**src/rtl/hub75_capture.sv**
```systemverilog
// hub75_capture: HUB75 panel-bus sniffer that rebuilds shifted rows and replays them as a valid/ready pixel stream.
// Optional HUB75_CAPTURE_ON_TIMER_EN adds on_cycles, the clk count of the last unblanked period.
module hub75_capture #(
    parameter int COLS        = 64,
    parameter int AB          = 5,
    parameter int SYNC_STAGES = 2
) (
    input  logic                    clk,
    input  logic                    reset,
    input  logic [2:0]              panel_rgb0,
    input  logic [2:0]              panel_rgb1,
    input  logic [AB-1:0]           panel_addr,
    input  logic                    panel_blank,
    input  logic                    panel_latch,
    input  logic                    panel_sclk,
    output logic                    pix_valid,
    input  logic                    pix_ready,
    output logic [$clog2(COLS)-1:0] pix_x,
    output logic [AB-1:0]           pix_y,
    output logic [2:0]              pix_rgb0,
    output logic [2:0]              pix_rgb1,
    output logic                    pix_last,
    output logic [15:0]             row_count,
    output logic                    err_short,
    output logic                    err_overrun
`ifdef HUB75_CAPTURE_ON_TIMER_EN
    ,
    output logic [15:0]             on_cycles
`endif
);
    localparam int XW = $clog2(COLS);
    localparam int W  = AB + 9;
    localparam logic [W-1:0] RST_V = {1'b1, {(W-1){1'b0}}};
    localparam logic [1:0] IDLE = 2'd0, ARMED = 2'd1, EMIT = 2'd2;

    logic [W-1:0] sync_q [SYNC_STAGES];
    logic [W-1:0] prev_q;
    logic [W-1:0] s;
    logic         sclk_rise, latch_rise, blank_fall;
    logic [5:0]   mem [2*COLS];
    logic [XW:0]  col, col_eff;
    logic         long_q, long_eff, fill, room, sclk_wr, row_ok;
    logic [1:0]   state;

    assign s          = sync_q[SYNC_STAGES-1];
    assign sclk_rise  = s[AB+6] & ~prev_q[AB+6];
    assign latch_rise = s[AB+7] & ~prev_q[AB+7];
    assign blank_fall = ~s[AB+8] & prev_q[AB+8];

    always_ff @(posedge clk) begin
        if (reset) begin
            for (int i = 0; i < SYNC_STAGES; i++) sync_q[i] <= RST_V;
            prev_q <= RST_V;
        end else begin
            sync_q[0] <= {panel_blank, panel_latch, panel_sclk, panel_addr, panel_rgb1, panel_rgb0};
            for (int i = 1; i < SYNC_STAGES; i++) sync_q[i] <= sync_q[i-1];
            prev_q <= s;
        end
    end

    // An sclk rise in the same cycle as a latch rise is counted before the latch judges the row.
    assign room     = ~col[XW];
    assign sclk_wr  = sclk_rise & room;
    assign col_eff  = col + (XW+1)'(sclk_wr);
    assign long_eff = long_q | (sclk_rise & ~room);
    assign row_ok   = (col_eff == (XW+1)'(COLS)) && !long_eff;

    always_ff @(posedge clk) begin
        if (sclk_wr && !reset) mem[{fill, col[XW-1:0]}] <= s[5:0];
    end

    always_ff @(posedge clk) begin
        if (reset) begin
            col         <= '0;
            long_q      <= 1'b0;
            fill        <= 1'b0;
            state       <= IDLE;
            pix_x       <= '0;
            pix_y       <= '0;
            pix_rgb0    <= '0;
            pix_rgb1    <= '0;
            row_count   <= '0;
            err_short   <= 1'b0;
            err_overrun <= 1'b0;
        end else begin
            err_short   <= latch_rise && !row_ok;
            err_overrun <= latch_rise && row_ok && state != IDLE;
            col         <= latch_rise ? '0 : col_eff;
            long_q      <= latch_rise ? 1'b0 : long_eff;
            if (latch_rise && row_ok && state == IDLE) begin
                fill  <= ~fill;
                state <= ARMED;
            end
            // Output fields load straight from the emit buffer, addressed one beat ahead.
            if (state == ARMED && blank_fall) begin
                state                <= EMIT;
                pix_y                <= s[6 +: AB];
                pix_x                <= '0;
                {pix_rgb1, pix_rgb0} <= mem[{~fill, XW'(0)}];
            end else if (state == EMIT && pix_ready) begin
                if (pix_x == XW'(COLS-1)) begin
                    state     <= IDLE;
                    row_count <= row_count + 16'd1;
                end else begin
                    pix_x                <= pix_x + XW'(1);
                    {pix_rgb1, pix_rgb0} <= mem[{~fill, pix_x + XW'(1)}];
                end
            end
        end
    end

    assign pix_valid = state == EMIT;
    assign pix_last  = pix_valid && pix_x == XW'(COLS-1);

`ifdef HUB75_CAPTURE_ON_TIMER_EN
    logic [15:0] on_cnt;
    logic        blank_rise;

    assign blank_rise = s[AB+8] & ~prev_q[AB+8];

    // The fall cycle itself is already unblanked, so the count restarts at 1.
    always_ff @(posedge clk) begin
        if (reset) begin
            on_cnt    <= '0;
            on_cycles <= '0;
        end else begin
            on_cnt <= blank_fall ? 16'd1 : (!s[AB+8] && on_cnt != 16'hFFFF) ? on_cnt + 16'd1 : on_cnt;
            if (blank_rise) on_cycles <= on_cnt;
        end
    end
`endif
endmodule

```
**config.mk**
```make
export PLATFORM = sky130hd
export DESIGN_NAME = hub75_capture
export DESIGN_NICKNAME = d
export VERILOG_FILES = /design/src/rtl/hub75_capture.sv
export SDC_FILE = /design/constraint.sdc
export NUM_CORES = 1
export LEC_CHECK = 0
export CAP_MARGIN = 40
export CORE_ASPECT_RATIO = 2
export CORE_UTILIZATION = 45
export DETAILED_ROUTE_END_ITERATION = 6
export GPL_TIMING_DRIVEN = 0
export SYNTH_ARGS = -nofsm -noshare
export SYNTH_HDL_FRONTEND = slang
export SYNTH_SLANG_ARGS = --single-unit
```
**constraint.sdc**
```tcl
create_clock -name clk -period 3.25 [get_ports clk]
set_input_delay 0.325 -clock clk [delete_from_list [all_inputs] [get_ports clk]]
set_output_delay 0.325 -clock clk [all_outputs]
set_load 0.02 [all_outputs]
```
==> run metrics, run 1 <==
Synth Register Bits=845; CP startpoint kind=flop; Nets=around 1900; reg2reg setup slack=0.01 ns; max cap viols=0; Final Hold Vio Count=0; drt first pass iters=7; Starting Density=0.453; die area=74400 um2; Syn. warnings=0; Rel. slew slack=0.384; Total GRT Usage=0.247; Worst-Skew Late Latency=around 0.65 ns; CTS Sinks=845; status=finished, violations left; worst min-delay path class=in -> reg; WL per Instance=31.2 um; antenna violations before repair=4; dpl hpwl=63700 um; register area=24600 um2; first-pass GRT wire length=128000 um; Final GP Congestion=approximately 0.95; register area share after synthesis=0.746; placed cell count=~2800; total core area=approximately 73000 um2; Sum Neg Setup Slack=0 ns; Final Setup Violations=0; Worst VDD drop=0.346 mV; die height=385 um; Least-Margin Pin Slew=0.898 ns; drt total wl=90500 um; CTS Root Cell=clkbuf_16; Post-DRT Antenna Nets=0; Tmin final=between 3 and 4 ns; Cells after Synth=roughly 1800; failing checks=DRC; clk_skew=about 0.016 ns; unrepaired setup endpoints after global routing=yes; Distinct cells, synth=52; fill cell count=5763; Synth Net Count=between 1500 and 2000; hold_ws=0.245 ns; Synth Area per Inst=roughly 19 um2; clk slew on worst S/H paths=0.06 ns; synthesized area=33000 um2; Layout area overhead=13.7%; Top Ports=54; Req. time, crit path=3.53 ns; Die W=193 um; post-route clock period utilization=0.995; CP Data Arrival Time=3.51 ns; Via Count=17100; fin cells=2898; total global routing overflow=0; multi-input logic area=7950 um2; Longest Clk Path Bufs=3; fin util=0.516; crit-path max FO=10; Crit Path Category=reg -> reg; via density per instance=5.91; async set or reset register ratio after synthesis=0; Cell Pwr Density=547 nW/um2; Num CTS Buffers=between 70 and 80; largest net degree at the start of global routing=92; ys flop type=edfxtp_1; Fmax=309 MHz; iteration-0 DRC count of the detailed router=around 1600; Post-synth EDFFs=768; CTS tree=yes; CP Capture Type=flop; site row count=140; leakage power=10.3 nW; H-tree depth=3; IO buf count=53; share of cells above drive strength 1=0.221; DRC viols=26; fin. max-slew vios=0; number of global-route vias before repair=17900
[worst max-delay path: stages (launching register included)]
cell	delay (ns)
dfxtp_1	0.47
buf_1	0.54
clkbuf_1	0.56
nand3_1	0.55
nor2_1	0.74
[flip-flops by register name, indices dropped and copies added (netlist names)]
| signal | cells |
|---|---|
| pix_rgb0 | 3 |
| state | 2 |
| sync_q | 28 |
| pix_y | 5 |
| prev_q | 3 |
| mem | 768 |
| err_short | 1 |
| fill | 1 |
| pix_x | 6 |
| col | 7 |
| long_q | 1 |
| pix_rgb1 | 3 |
| row_count | 16 |
| err_overrun | 1 |
[layer usage]
layer  up-vias  wire length (um)  track usage
li1       7311                 -            -
met1      8912             30000        0.258
met2       652             49200        0.460
met3       247              4790       0.0368
met4         2              6490        0.164
met5         -                 9            0
[kinds of logic after synthesis]
family	synth area share
xor+xnor	0.00831
flops	0.746
compound gates	0.0216
simple gates	0.0632
mux	0.143
fa+ha+maj	0.00152
buf+inv	0.0162
[cell usage in the layout, fill, tap and decap left out, drive strengths merged, types with 27 or more instances in the layout]
cell type / netlist / routed
buf: 67 / 92
nor2b: 35 / 35
a22oi: 28 / 28
dfxtp: 77 / 77
edfxtp: 768 / 768
clkbuf: 28 / 123
nor2: 177 / 177
nand3: 50 / 50
clkdlybuf4s50: 0 / 53
mux2i: 27 / 27
mux4: 196 / 196
nand2: 138 / 138
[per-stage QoR]
step                area [um2]  setup slack [ns]  total power [mW]
floorplan                33000             0.804              12.2
global placement         34700             -1.08              12.3
detailed placement       35000            -0.745              12.3
finish                   37500            0.0149              20.5
CTS                      37400            -0.166              20.6
global route             37500           -0.0925              21.0
[cell type report]
class / count / area share
diodes: 3 / 0.000200
clock buffers: 95 / 0.0512
clock inverters: 35 / 0.00878
well taps: 923 / 0.0308
inverters: 5 / 0.000501
multi-input cells: 819 / 0.212
plain buffers: 95 / 0.0153
flip-flops and latches: 845 / 0.657
repair buffers: 78 / 0.0246
[path summary, 6_finish.rpt]
path,from,to,depth (start not counted)
max,fill$_SDFFE_PP0P_,mem[112][3]$_DFFE_PP_,4
min,panel_rgb1[0],sync_q[0][3]$_SDFF_PP0_,2
max reg2reg,fill$_SDFFE_PP0P_,mem[112][3]$_DFFE_PP_,4
min reg2reg,sync_q[0][13]$_SDFF_PP1_,sync_q[0][27]$_SDFF_PP1_,1
[synthesized netlist by cell type, types with 2 or more instances]
cell type,number,share of area
edfxtp_1,768,0.70
mux4_2,196,0.13
nor2_1,177,0.020
nand2_1,138,0.016
dfxtp_1,77,0.047
nand3_1,49,0.0074
buf_2,38,0.0058
nor2b_1,35,0.0066
a22oi_1,28,0.0064
clkbuf_1,28,0.0032
mux2i_1,27,0.0082
a21oi_1,16,0.0024
xor2_1,16,0.0043
nand4_1,15,0.0028
buf_4,14,0.0032
a32oi_1,12,0.0032
a31oi_1,10,0.0019
and3_1,10,0.0019
a211oi_1,9,0.0020
o21ai_0,9,0.0014
xnor2_1,9,0.0024
buf_6,8,0.0027
buf_1,7,0.00080
inv_1,5,0.00057
nand2b_1,5,0.00095
or2_2,5,0.00095
or3_1,5,0.00095
a221oi_1,4,0.0011
a41oi_1,4,0.0011
and2_1,4,0.00076
ha_1,4,0.0015
and3b_1,2,0.00053
mux2_2,2,0.00068
nor3_1,2,0.00030
nor3b_1,2,0.00046
nor4_1,2,0.00038
o21ai_1,2,0.00030
o22ai_1,2,0.00038
o31ai_1,2,0.00046
o31ai_2,2,0.00076
or4b_1,2,0.00061
xnor2_4,2,0.0017
[repair_timing]
action / 4_1_cts / 5_1_grt
pin swaps: 4 / 0
endpoints found under the setup margin: 138 / 360
setup buffers: 2 / 0
hold buffers: 0 / 0
gates resized for setup: 38 / 16
[power by group]
group	internal, mW	switching, mW	total, mW
Sequential	11.8	0.0564	11.9
Combinational	0.0497	0.110	0.159
Clock	4.54	3.97	8.51
Total	16.4	4.14	20.5
(Power assumes the default switching activity.)
==> inputs of run 2 (changes only) <==
ABC_CLOCK_PERIOD_IN_PS = 3250   (was default)
CAP_MARGIN = default   (was 40)
==> run 2 against run 1 <==
  * Flip-flop and latch count unchanged
  * The flow still finishes with violations (DRC)
  * Final area down 0.25%
  * Routed wire length down 0.98%
  * Largest power group unchanged
==> run metrics, run 2 (synthesis results as in run 1) <==
Post-DRT Antenna Nets=0 (unchanged); placed instance area=34800 um2 (was 35000 um2); Final Hold Vio Count=0 (unchanged); H-tree depth=3 (unchanged); Largest delay share family, worst path=simple AND/OR/NAND/NOR gates (unchanged); post-route clock period utilization=0.985 (was 0.995); leakage power=10.2 nW (was 10.3 nW); Max stage delay on crit path=0.69 ns (was 0.74 ns); first-pass GRT wire length=127000 um (was 128000 um); antenna violations before repair=0 (was 4); most common cell after layout, fill and taps aside=edfxtp_1 (unchanged); die area=74400 um2 (unchanged); failing checks=DRC (unchanged); Crit Path Category=reg -> reg (unchanged); Worst VDD drop=0.386 mV (was 0.346 mV); Starting Density=0.453 (unchanged); clock power share=0.413 (was 0.414); cell count along the critical path=5 (was 4); Longest Clk Path Bufs=3 (unchanged); number of global-route vias before repair=17800 (was 17900); fin area=37400 um2 (was 37500 um2); Die W=193 um (unchanged); Critical Path Start=sync_q[0][25]$_SDFF_PP0_ (was fill$_SDFFE_PP0P_); reg2reg setup slack=0.05 ns (was 0.01 ns); CP startpoint kind=flop (unchanged); max reg flops=768 (unchanged); crit-path cells=nand2_1, nor4b_2, nand2_2, clkbuf_1, nor2_1 (was buf_1, clkbuf_1, nand3_1, nor2_1); Net Switching=4.03 mW (was 4.14 mW); status=finished, violations left (unchanged); iteration-0 DRC count of the detailed router=1651 (was 1640); Nets=1919 (was 1937); fin cells=2873 (was 2898); total global routing overflow=0 (unchanged); max cap viols=0 (unchanged); Max stage delay cell, worst path=nor2_1 (unchanged); commonest cells after routing, fill and taps aside=768 x edfxtp_1, 196 x mux4_2, 134 x nor2_1 (was 768 x edfxtp_1, 196 x mux4_2, 171 x nor2_1); CP Data Arrival Time=3.47 ns (was 3.51 ns); CP Capture Type=flop (unchanged); sw frac=0.197 (was 0.201); Worst R2R End=mem[17][2]$_DFFE_PP_ (was mem[112][3]$_DFFE_PP_); Total GRT Usage=0.246 (was 0.247); site row count=140 (unchanged); unrepaired setup endpoints after global routing=yes (unchanged); fin. max-slew vios=0 (unchanged); CP endpoint=mem[17][2]$_DFFE_PP_ (was mem[112][3]$_DFFE_PP_); final worst slack=0.0490 ns (was 0.0149 ns); dpl hpwl=62400 um (was 63700 um); largest net degree at the start of global routing=93 (was 92); Req. time, crit path=3.52 ns (was 3.53 ns); Final Setup Violations=0 (unchanged); Layout area overhead=13.5% (was 13.7%); clk_skew=0.0165 ns (was 0.0158 ns); Comb power frac=0.008 (about the same); total core area=72700 um2 (unchanged); placed cell count=2746 (was 2763); ANT cells=0 (was 3); R2R depth=5 (was 4); die height=385 um (unchanged); share of cells above drive strength 1=0.240 (was 0.221); crit-path max FO=10 (unchanged); DRC viols=13 (was 26); CTS Root Cell=clkbuf_16 (unchanged); CTS tree=yes (unchanged); Place WS=-0.979 ns (was -0.745 ns); drt total wl=89600 um (was 90500 um); Rel. slew slack=0.212 (was 0.384); Worst Path Buf+Inv=1 (was 2); Final GP Congestion=0.954 (unchanged); Top Ports=54 (unchanged); Num CTS Buffers=71 (was 72); r2r startpoint=sync_q[0][25]$_SDFF_PP0_ (was fill$_SDFFE_PP0P_); Least-Margin Pin Slew=1.18 ns (was 0.898 ns); via density per instance=5.90 (was 5.91); Tmin final=3.20 ns (was 3.24 ns); worst min-delay path class=in -> reg (unchanged); drt first pass iters=7 (unchanged); Cell Pwr Density=547 nW/um2 (about the same); IO buf count=53 (unchanged); Fmax=312 MHz (was 309 MHz); Reg power frac=0.579 (was 0.578); Int Power=16.4 mW (about the same); Via Count=16900 (was 17100); fill cell count=5811 (was 5763); Sum Neg Setup Slack=0 ns (unchanged); clk slew on worst S/H paths=0.06 ns (about the same); Worst-Skew Late Latency=0.64 ns (was 0.65 ns); WL per Instance=31.2 um (about the same); CTS Sinks=845 (unchanged)
-- run 2: cell types whose count changed in the layout (fill, tap and decap cells not counted), moves of 4 or more --
cell and change:
buf_2 -4, buf_6 -9, buf_8 -7, clkbuf_1 -18, clkbuf_2 +10, clkbuf_4 +6, clkinv_1 +6, nor2_1 -37
nor2_2 +37
-- run 2: timing repair --
action | 4_1_cts | 5_1_grt
buffers inserted | 2 | 0
pin swaps | 5 | 1
endpoints found under the setup margin | 486 | 280
resized for setup | 87 | 31
hold buffers | 0 | 0
hold endpoints to repair | 0 | 0
-- run 2: how the worst min path moves through the flow --
stage	startpoint	end	slack (ns)	cells after the start
floorplan	sync_q[0][13]$_SDFF_PP1_	sync_q[0][27]$_SDFF_PP1_	0.39	1
CTS	panel_addr[4]	sync_q[0][10]$_SDFF_PP0_	0.23	2
detailed placement	sync_q[0][13]$_SDFF_PP1_	sync_q[0][27]$_SDFF_PP1_	0.40	1
finish	panel_latch	sync_q[0][12]$_SDFF_PP0_	0.26	2
global route	panel_rgb1[2]	sync_q[0][5]$_SDFF_PP0_	0.25	2
global placement	sync_q[0][13]$_SDFF_PP1_	sync_q[0][27]$_SDFF_PP1_	0.41	1
-- run 2: cell type report --
| type | count | area, um2 | area share |
|---|---|---|---|
| multi-input combinational | 819 | 8060 | 0.216 |
| tap | 923 | 1150 | 0.0309 |
| sequential | 845 | 24600 | 0.658 |
| timing repair buffer | 61 | 711 | 0.0190 |
| inverter | 5 | 18.8 | 0.000502 |
| buffer | 95 | 603 | 0.0161 |
| clock buffer | 87 | 1900 | 0.0508 |
| clock inverter | 38 | 325 | 0.00870 |
-- run 2: power groups by stage --
stage	combinational, mW	sequential [mW]	clock (mW)
after floorplan	0.0344	12.1	0
after global placement	0.0720	12.2	0
after detailed placement	0.168	12.1	0
after CTS	0.169	11.9	8.57
after global routing	0.180	11.9	8.92
final	0.168	11.9	8.44
-- run 2: per-stage QoR --
step / util / hold slack (ns) / total power [mW]
3_3_place_gp: 0.477 / 0.405 / 12.3
5_1_grt: 0.515 / 0.252 / 21.0
3_5_place_dp: 0.479 / 0.398 / 12.3
6_report: 0.515 / 0.258 / 20.5
4_1_cts: 0.514 / 0.229 / 20.6
2_1_floorplan: - / 0.389 / 12.2
-- run 2: layer usage --
metal	GRT usage	vias to the layer above	routed length [um]
met3	0.0373	195	4680
met5	0	-	0
met1	0.259	8864	30100
met2	0.458	616	48800
li1	-	7273	-
met4	0.152	0	5990
